[src/rtl/wb_uart_tx_pkg.sv]
// ---------------------------------------------------------------------------
// wb_uart_tx_pkg
// Shared definitions for the Wishbone UART transmitter slice.
//   - Register offsets, decoded from wb_adr_i[3:2]
//   - STATUS register bit positions
//   - TX serialiser state encoding
// No ports. Imported by wb_uart_tx.
// ---------------------------------------------------------------------------
package wb_uart_tx_pkg;

    // Word offsets of the four registers (byte address bits [3:2])
    localparam logic [1:0] REG_DATA     = 2'd0;
    localparam logic [1:0] REG_STATUS   = 2'd1;
    localparam logic [1:0] REG_DIVISOR  = 2'd2;
    localparam logic [1:0] REG_IRQ_CTRL = 2'd3;

    // STATUS layout: [0] full, [1] empty, [2] busy, [15:8] FIFO level
    localparam int STAT_FULL      = 0;
    localparam int STAT_EMPTY     = 1;
    localparam int STAT_BUSY      = 2;
    localparam int STAT_LEVEL_LSB = 8;

    // Serialiser states; every non-IDLE state lasts DIVISOR+1 clocks
    typedef enum logic [1:0] {
        TX_IDLE  = 2'd0,
        TX_START = 2'd1,
        TX_DATA  = 2'd2,
        TX_STOP  = 2'd3
    } tx_state_t;

endpackage

[src/rtl/wb_uart_fifo.sv]
// ---------------------------------------------------------------------------
// wb_uart_fifo
// Synchronous single-clock FIFO, written generically so it can be reused for
// a receive path later.
// Ports:
//   clk    in   clock
//   reset  in   synchronous active-high reset (empties the FIFO)
//   push   in   write request; ignored when full (pre-pop level)
//   wdata  in   WIDTH-bit write data
//   pop    in   read request; ignored when empty
//   rdata  out  head-of-queue data (valid when !empty)
//   full   out  level == DEPTH
//   empty  out  level == 0
//   level  out  number of stored entries, 0..DEPTH
// DEPTH must be a power of two and >= 2 so the pointers wrap naturally.
// ---------------------------------------------------------------------------
module wb_uart_fifo #(
    parameter int DEPTH = 16,
    parameter int WIDTH = 8,
    localparam int PW   = $clog2(DEPTH),
    localparam int LW   = PW + 1
) (
    input  logic             clk,
    input  logic             reset,
    input  logic             push,
    input  logic [WIDTH-1:0] wdata,
    input  logic             pop,
    output logic [WIDTH-1:0] rdata,
    output logic             full,
    output logic             empty,
    output logic [LW-1:0]    level
);

    logic [WIDTH-1:0] mem [DEPTH];
    logic [PW-1:0]    wr_ptr;
    logic [PW-1:0]    rd_ptr;
    logic             push_ok;
    logic             pop_ok;

    assign full  = (level == LW'(DEPTH));
    assign empty = (level == '0);

    // Full is judged on the level before any same-cycle pop, so a push into
    // a full FIFO is dropped even while the head is being popped.
    assign push_ok = push & ~full;
    assign pop_ok  = pop & ~empty;

    assign rdata = mem[rd_ptr];

    // Storage array needs no reset; only the pointers define validity
    always_ff @(posedge clk) begin
        if (push_ok) begin
            mem[wr_ptr] <= wdata;
        end
    end

    // Pointer and level bookkeeping; pointers wrap modulo DEPTH
    always_ff @(posedge clk) begin
        if (reset) begin
            wr_ptr <= '0;
            rd_ptr <= '0;
            level  <= '0;
        end else begin
            if (push_ok) begin
                wr_ptr <= wr_ptr + PW'(1);
            end
            if (pop_ok) begin
                rd_ptr <= rd_ptr + PW'(1);
            end
            case ({push_ok, pop_ok})
                2'b10:   level <= level + LW'(1);
                2'b01:   level <= level - LW'(1);
                default: level <= level;
            endcase
        end
    end

endmodule

[src/rtl/wb_uart_tx.sv]
// ---------------------------------------------------------------------------
// wb_uart_tx
// Wishbone slave UART transmitter (8N1, LSB first) with a TX FIFO.
// Registers (wb_adr_i[3:2]):
//   0 DATA     W: push wb_dat_i[7:0] when sel[0]; reads 0
//   1 STATUS   R: [0] full, [1] empty, [2] busy, [15:8] level
//   2 DIVISOR  RW [15:0], byte lanes sel[1:0]; bit period = DIVISOR+1 clocks
//   3 IRQ_CTRL RW [0] tx-empty interrupt enable (only with WB_UART_TX_IRQ_EN)
// Ports:
//   wb_clk_i, wb_reset_i (sync, active high), wb_adr_i, wb_dat_i, wb_dat_o,
//   wb_we_i, wb_sel_i, wb_cyc_i, wb_stb_i, wb_ack_o (single-cycle ack),
//   uart_tx_o (idle high), irq_o
// Build option: define WB_UART_TX_IRQ_EN to add the IRQ enable flop and a
// registered irq_o; otherwise irq_o is tied low and IRQ_CTRL reads 0.
// ---------------------------------------------------------------------------
module wb_uart_tx
    import wb_uart_tx_pkg::*;
#(
    parameter int AW          = 32,
    parameter int DW          = 32,
    parameter int FIFO_DEPTH  = 16,
    parameter int DEFAULT_DIV = 415
) (
    input  logic            wb_clk_i,
    input  logic            wb_reset_i,
    input  logic [AW-1:0]   wb_adr_i,
    input  logic [DW-1:0]   wb_dat_i,
    output logic [DW-1:0]   wb_dat_o,
    input  logic            wb_we_i,
    input  logic [DW/8-1:0] wb_sel_i,
    input  logic            wb_cyc_i,
    input  logic            wb_stb_i,
    output logic            wb_ack_o,
    output logic            uart_tx_o,
    output logic            irq_o
);

    localparam int LW = $clog2(FIFO_DEPTH) + 1;

    logic          req;
    logic          wr_req;
    logic [1:0]    reg_sel;
    logic [DW-1:0] rd_data;
    logic [15:0]   divisor;

    logic          fifo_push;
    logic          fifo_pop;
    logic [7:0]    fifo_rdata;
    logic          fifo_full;
    logic          fifo_empty;
    logic [LW-1:0] fifo_level;

    tx_state_t     state, state_next;
    logic [15:0]   cnt, cnt_next;
    logic [15:0]   div_lat, div_lat_next;
    logic [2:0]    bit_cnt, bit_cnt_next;
    logic [7:0]    shift, shift_next;
    logic          tx_q, tx_next;
    logic          busy;

    logic          unused_ok;
    assign unused_ok = ^{wb_adr_i[AW-1:4], wb_adr_i[1:0],
                         wb_dat_i[DW-1:16], wb_sel_i[DW/8-1:2]};

    // A new request is only accepted while no ack is outstanding, which
    // gives exactly one ack cycle per transfer even if cyc/stb stay high.
    assign req     = wb_cyc_i & wb_stb_i & ~wb_ack_o;
    assign wr_req  = req & wb_we_i;
    assign reg_sel = wb_adr_i[3:2];

    assign fifo_push = wr_req & (reg_sel == REG_DATA) & wb_sel_i[0];
    assign busy      = (state != TX_IDLE);
    assign uart_tx_o = tx_q;

    wb_uart_fifo #(
        .DEPTH (FIFO_DEPTH),
        .WIDTH (8)
    ) u_fifo (
        .clk   (wb_clk_i),
        .reset (wb_reset_i),
        .push  (fifo_push),
        .wdata (wb_dat_i[7:0]),
        .pop   (fifo_pop),
        .rdata (fifo_rdata),
        .full  (fifo_full),
        .empty (fifo_empty),
        .level (fifo_level)
    );

`ifdef WB_UART_TX_IRQ_EN
    logic irq_en;
    logic irq_q;

    // Interrupt enable register and the registered tx-empty interrupt
    always_ff @(posedge wb_clk_i) begin
        if (wb_reset_i) begin
            irq_en <= 1'b0;
            irq_q  <= 1'b0;
        end else begin
            if (wr_req && (reg_sel == REG_IRQ_CTRL) && wb_sel_i[0]) begin
                irq_en <= wb_dat_i[0];
            end
            irq_q <= irq_en & fifo_empty & ~busy;
        end
    end
    assign irq_o = irq_q;
`else
    assign irq_o = 1'b0;
`endif

    // Read mux; unmapped bits read as zero
    always_comb begin
        rd_data = '0;
        case (reg_sel)
            REG_STATUS: begin
                rd_data[STAT_FULL]               = fifo_full;
                rd_data[STAT_EMPTY]              = fifo_empty;
                rd_data[STAT_BUSY]               = busy;
                rd_data[STAT_LEVEL_LSB +: 8]     = 8'(fifo_level);
            end
            REG_DIVISOR: rd_data[15:0] = divisor;
`ifdef WB_UART_TX_IRQ_EN
            REG_IRQ_CTRL: rd_data[0] = irq_en;
`endif
            default: rd_data = '0;
        endcase
    end

    // Bus handshake; read data is registered and cleared outside ack cycles
    always_ff @(posedge wb_clk_i) begin
        if (wb_reset_i) begin
            wb_ack_o <= 1'b0;
            wb_dat_o <= '0;
        end else begin
            wb_ack_o <= req;
            wb_dat_o <= (req && !wb_we_i) ? rd_data : '0;
        end
    end

    // Baud divisor register with per-byte-lane writes
    always_ff @(posedge wb_clk_i) begin
        if (wb_reset_i) begin
            divisor <= 16'(DEFAULT_DIV);
        end else if (wr_req && (reg_sel == REG_DIVISOR)) begin
            if (wb_sel_i[0]) divisor[7:0]  <= wb_dat_i[7:0];
            if (wb_sel_i[1]) divisor[15:8] <= wb_dat_i[15:8];
        end
    end

    // Serialiser next-state logic. The divisor is latched when a byte is
    // popped, so DIVISOR writes during a frame only affect the next frame.
    // The line value is computed from the next state and registered, so
    // uart_tx_o changes on the same edge as the state.
    always_comb begin
        state_next   = state;
        cnt_next     = cnt;
        div_lat_next = div_lat;
        bit_cnt_next = bit_cnt;
        shift_next   = shift;
        fifo_pop     = 1'b0;
        tx_next      = 1'b1;
        case (state)
            TX_IDLE: begin
                if (!fifo_empty) begin
                    fifo_pop     = 1'b1;
                    shift_next   = fifo_rdata;
                    div_lat_next = divisor;
                    cnt_next     = divisor;
                    state_next   = TX_START;
                end
            end
            TX_START: begin
                if (cnt == 16'd0) begin
                    cnt_next     = div_lat;
                    bit_cnt_next = 3'd0;
                    state_next   = TX_DATA;
                end else begin
                    cnt_next = cnt - 16'd1;
                end
            end
            TX_DATA: begin
                if (cnt == 16'd0) begin
                    cnt_next = div_lat;
                    if (bit_cnt == 3'd7) begin
                        state_next = TX_STOP;
                    end else begin
                        bit_cnt_next = bit_cnt + 3'd1;
                        shift_next   = {1'b0, shift[7:1]};
                    end
                end else begin
                    cnt_next = cnt - 16'd1;
                end
            end
            TX_STOP: begin
                if (cnt == 16'd0) begin
                    state_next = TX_IDLE;
                end else begin
                    cnt_next = cnt - 16'd1;
                end
            end
            default: state_next = TX_IDLE;
        endcase
        case (state_next)
            TX_START: tx_next = 1'b0;
            TX_DATA:  tx_next = shift_next[0];
            default:  tx_next = 1'b1;
        endcase
    end

    // Serialiser state register; reset drops any frame in progress
    always_ff @(posedge wb_clk_i) begin
        if (wb_reset_i) begin
            state   <= TX_IDLE;
            cnt     <= 16'd0;
            div_lat <= 16'd0;
            bit_cnt <= 3'd0;
            shift   <= 8'd0;
            tx_q    <= 1'b1;
        end else begin
            state   <= state_next;
            cnt     <= cnt_next;
            div_lat <= div_lat_next;
            bit_cnt <= bit_cnt_next;
            shift   <= shift_next;
            tx_q    <= tx_next;
        end
    end

endmodule

[config.mk]
export PLATFORM = sky130hd
export DESIGN_NAME = wb_uart_tx
export DESIGN_NICKNAME = d
export VERILOG_FILES = /design/src/rtl/wb_uart_tx_pkg.sv /design/src/rtl/wb_uart_fifo.sv /design/src/rtl/wb_uart_tx.sv
export SDC_FILE = /design/constraint.sdc
export NUM_CORES = 1
export LEC_CHECK = 0
export BUFFER_PORTS_ARGS = -buffer_cell sky130_fd_sc_hd__clkbuf_2
export CAP_MARGIN = 20
export CORE_AREA = 2 2 172 174
export DETAILED_ROUTE_END_ITERATION = 8
export DIE_AREA = 0 0 174 176
export GPL_TIMING_DRIVEN = 0
export HOLD_SLACK_MARGIN = 0.03
export PLACE_DENSITY = 0.58
export SKIP_LAST_GASP = 1
export SYNTH_ARGS = -nofsm -noshare
export SYNTH_HDL_FRONTEND = slang
export SYNTH_HIERARCHICAL = 1
export SYNTH_SLANG_ARGS = --single-unit
export TNS_END_PERCENT = 50
[constraint.sdc]
create_clock -name wb_clk_i -period 4.5 [get_ports wb_clk_i]
set_input_delay 1.35 -clock wb_clk_i [delete_from_list [all_inputs] [get_ports wb_clk_i]]
set_output_delay 1.35 -clock wb_clk_i [all_outputs]
set_load 0.01 [all_outputs]
==> metrics.md <==
| Metric | Value |
|---|---|
| Global route overflow | `0` |
| Die width | `174 µm` |
| Die Ht | `176 µm` |
| Period utilisation layout | `0.9348` |
| Clock Pin Slew Worst Setup and Hold Paths | `0.06 ns` |
| Initial antenna violation count | `1` |
| Crit start category | `flip-flop` |
| Synth Flop Type | `edfxtp_1` |
| Worst R2R Start | `u_fifo/level[0]$_SDFFE_PP0P_` |
| Ys async rst share | `0` |
| Root buffer cell | `clkbuf_16` |
| Area post-placement | `10,670 µm²` |
| CTS resizes | `3` |
| Cell Area, Synth | `9894 µm²` |
| Vias in the first global route | `6,034` |
| Worst slew pin tran | `0.9532 ns` |
| Minimum clock period | `4.207 ns` |
| Final setup viols | `0` |
| CTS sink cnt | `224` |
| Ys Warns | `6` |
| Reg2Reg Capture Point | `u_fifo/level[2]$_SDFFE_PP0P_` |
| Critical Path AT | `4.68 ns` |
| Hold Path End | `div_lat[11]$_SDFFE_PP0P_` |
| Total number of vias | `6,438` |
| Worst reg-to-reg path cell count | `16` |
| Fmax | `0.2377 GHz` |
| Hold path cells | `2` |
| Slew HR | `0.3622` |
| Synth-to-layout area growth | `15.81%` |
| Max-cap violations | `0` |
| Post-synth top area share | `0.3885` |
| WP data required | `4.97 ns` |
| Nets | `964` |
| Post-CTS Repair Setup Buffers | `0` |
| Post-DRT Antenna Nets | `0` |
| Share of post-route cells with drive strength above 1 | `0.1607` |
| # diodes | `0` |
| Leading area contributor after synthesis | `edfxtp_1` |
| Max Root-Sink Buffers | `3` |
| First-pass GRT wire length | `35,220 µm` |
| Setup TNS | `0 ns` |
| Seq/Total Area, Yosys | `0.5827` |
| Number of synthesized flops with an enable pin | `128` |
| Die footprint | `30,620 µm²` |
| Worst Path Class, Setup | `flip-flop to flip-flop` |
| Starting Density | `0.3466` |
| Status | `completed` |
| Worst Path Max Fanout | `14` |
| Total Wirelength | `22,910 µm` |
| Worst Hold Class | `flip-flop to flip-flop` |
| Gr usage total | `0.1469` |
| Post-route cell area | `11,460 µm²` |
| CP endpoint kind | `flip-flop` |
| Top-count cell post-synth | `edfxtp_1` |
| WL/cell | `17.98 µm` |
| Row cnt | `62` |
| Leakage | `0.004126 µW` |
| Placed instance count | `1,231` |
| IO Port Bufs | `42` |
| Power Dens Cells | `543.5 nW/µm²` |
| Clk Latency, worst-skew pair | `0.54 ns` |
| DP Wirelength | `15,980 µm` |
| DRT iter0 DRCs | `468` |
| First drt pass iteration count | `5` |
| Clock buffer count from CTS | `24` |
| Cell variety after synth | `70` |
| Peak supply drop | `0.4770 mV` |
| Top post-synthesis cells by area | `edfxtp_1 39%, dfxtp_1 19%, mux4_1 7.4%, nor2_1 3.6%, mux4_2 2.7%` |
| R2R setup slack | `0.29 ns` |
| Num ports | `108` |
| Vias per cell | `5.053` |
| Placer Congestion | `0.8051` |
| Yosys reg bits | `224` |
| # DRC | `0` |
| CTS Hold Bufs | `0` |
| Power Total | `6227 µW` |
| Worst Hold Margin | `0.4526 ns` |
| CTS H-tree depth | `1` |
| Core region area | `28,550 µm²` |
| Post-Layout Cell Count | `1,274` |
| Top cells by count, synth | `128 x edfxtp_1, 96 x dfxtp_1, 94 x nor2_1, 64 x nand2_1, 39 x a21oi_1` |
| Largest net degree at the start of global routing | `18` |
| Slew Limit Fails | `0` |
| TritonCTS clock tree | `yes` |
| RSZ-0062 raised after global routing | `no` |
| Hold_sp | `div_lat[11]$_SDFFE_PP0P_` |
| Final Hold Viols | `0` |
| Mean post-synth cell area | `12.60 µm²` |
| Synth Instances | `785` |
| Crit path launch | `u_fifo/level[0]$_SDFFE_PP0P_` |
| Worst clock skew | `0.02577 ns` |
[worst max-delay path by stage]
stage | end | depth (start not counted)
3_5_place_dp | u_fifo/level[2]$_SDFFE_PP0P_ | 17
3_3_place_gp | u_fifo/level[2]$_SDFFE_PP0P_ | 17
4_1_cts | u_fifo/level[2]$_SDFFE_PP0P_ | 16
6_report | u_fifo/level[2]$_SDFFE_PP0P_ | 16
2_1_floorplan | u_fifo/level[2]$_SDFFE_PP0P_ | 17
5_1_grt | u_fifo/level[2]$_SDFFE_PP0P_ | 16
[report_power, final]
group / total (µW) / switching (µW) / internal (µW) / leakage [µW]
Clock: 1940 / 809 / 1130 / 0.000383
Combinational: 1900 / 1180 / 716 / 0.00181
Sequential: 2390 / 102 / 2280 / 0.00193
[critical path: stages (launching register included)]
cell      delay, ns
dfxtp_1        0.40
or4_1          0.52
buf_2          0.20
nor2_1         0.11
clkbuf_2       0.24
nand2b_2       0.29
clkinv_2       0.19
clkbuf_2       0.32
o21ai_4        0.17
inv_1          0.07
ha_1           0.22
clkbuf_1       0.23
xor2_1         0.20
ha_1           0.23
o21a_1         0.20
or4_1          0.39
a21oi_1        0.14
[layer usage]
layer | track usage | routed length [µm] | part of all wire
met5 | 0 | 19 | 0.00083
met3 | 0.02153 | 1057 | 0.046
met4 | 0.03571 | 446 | 0.019
met1 | 0.2090 | 10720 | 0.47
met2 | 0.2374 | 10670 | 0.47
[cell families (layout without fill, tap and decap cells)]
logic type,count (synthesis),count (layout),share of synthesized area
other,1,17,0.0003790
flip-flops,224,224,0.5827
AND/OR/NAND/NOR,246,246,0.1195
XOR/XNOR,17,17,0.01505
buffers and inverters,89,178,0.04717
multiplexers,57,57,0.1190
adder cells (fa/ha/maj),19,19,0.02403
AO/OA/AOI/OAI,132,132,0.09219
[cells in the final DEF, fill, tap and decap left out, drive strengths merged, types with 13 or more instances in the layout]
master	netlist	routed
conb	1	17
buf	39	43
nand2	64	64
nor2	94	94
o21ai	21	21
ha	19	19
a21oi	39	39
dfxtp	96	96
clkbuf	30	107
mux4	40	40
nor3	18	18
edfxtp	128	128
mux2i	16	16
a22oi	13	13
inv	18	18
[area by class of cell]
type	count	area [µm²]
inverters	20	77.57
clock inverters	8	95.09
flip-flops and latches	224	5766
multi-input cells	488	3725
plain buffers	68	389.1
fillers	2758	17090
well taps	384	480.5
repair buffers	46	230.2
clock buffers	36	695.7
[state kept, by name, summed over array words and instances (netlist names), named ones only]
register       count
u_fifo/mem       128
cnt               16
div_lat           16
divisor           16
wb_dat_o          16
shift              8
u_fifo/level       5
u_fifo/rd_ptr      4
u_fifo/wr_ptr      4
bit_cnt            3
state              2
uart_tx_o          1
wb_ack_o           1
[metrics by stage]
step | setup WS, ns | util
floorplan | 0.5930 | -
finish | 0.2935 | 0.4014
detailed placement | -0.3840 | 0.3736
CTS | 0.1404 | 0.4013
global route | 0.03841 | 0.4014
global placement | -0.3762 | 0.3729
Power figures use the tool's default switching activity.
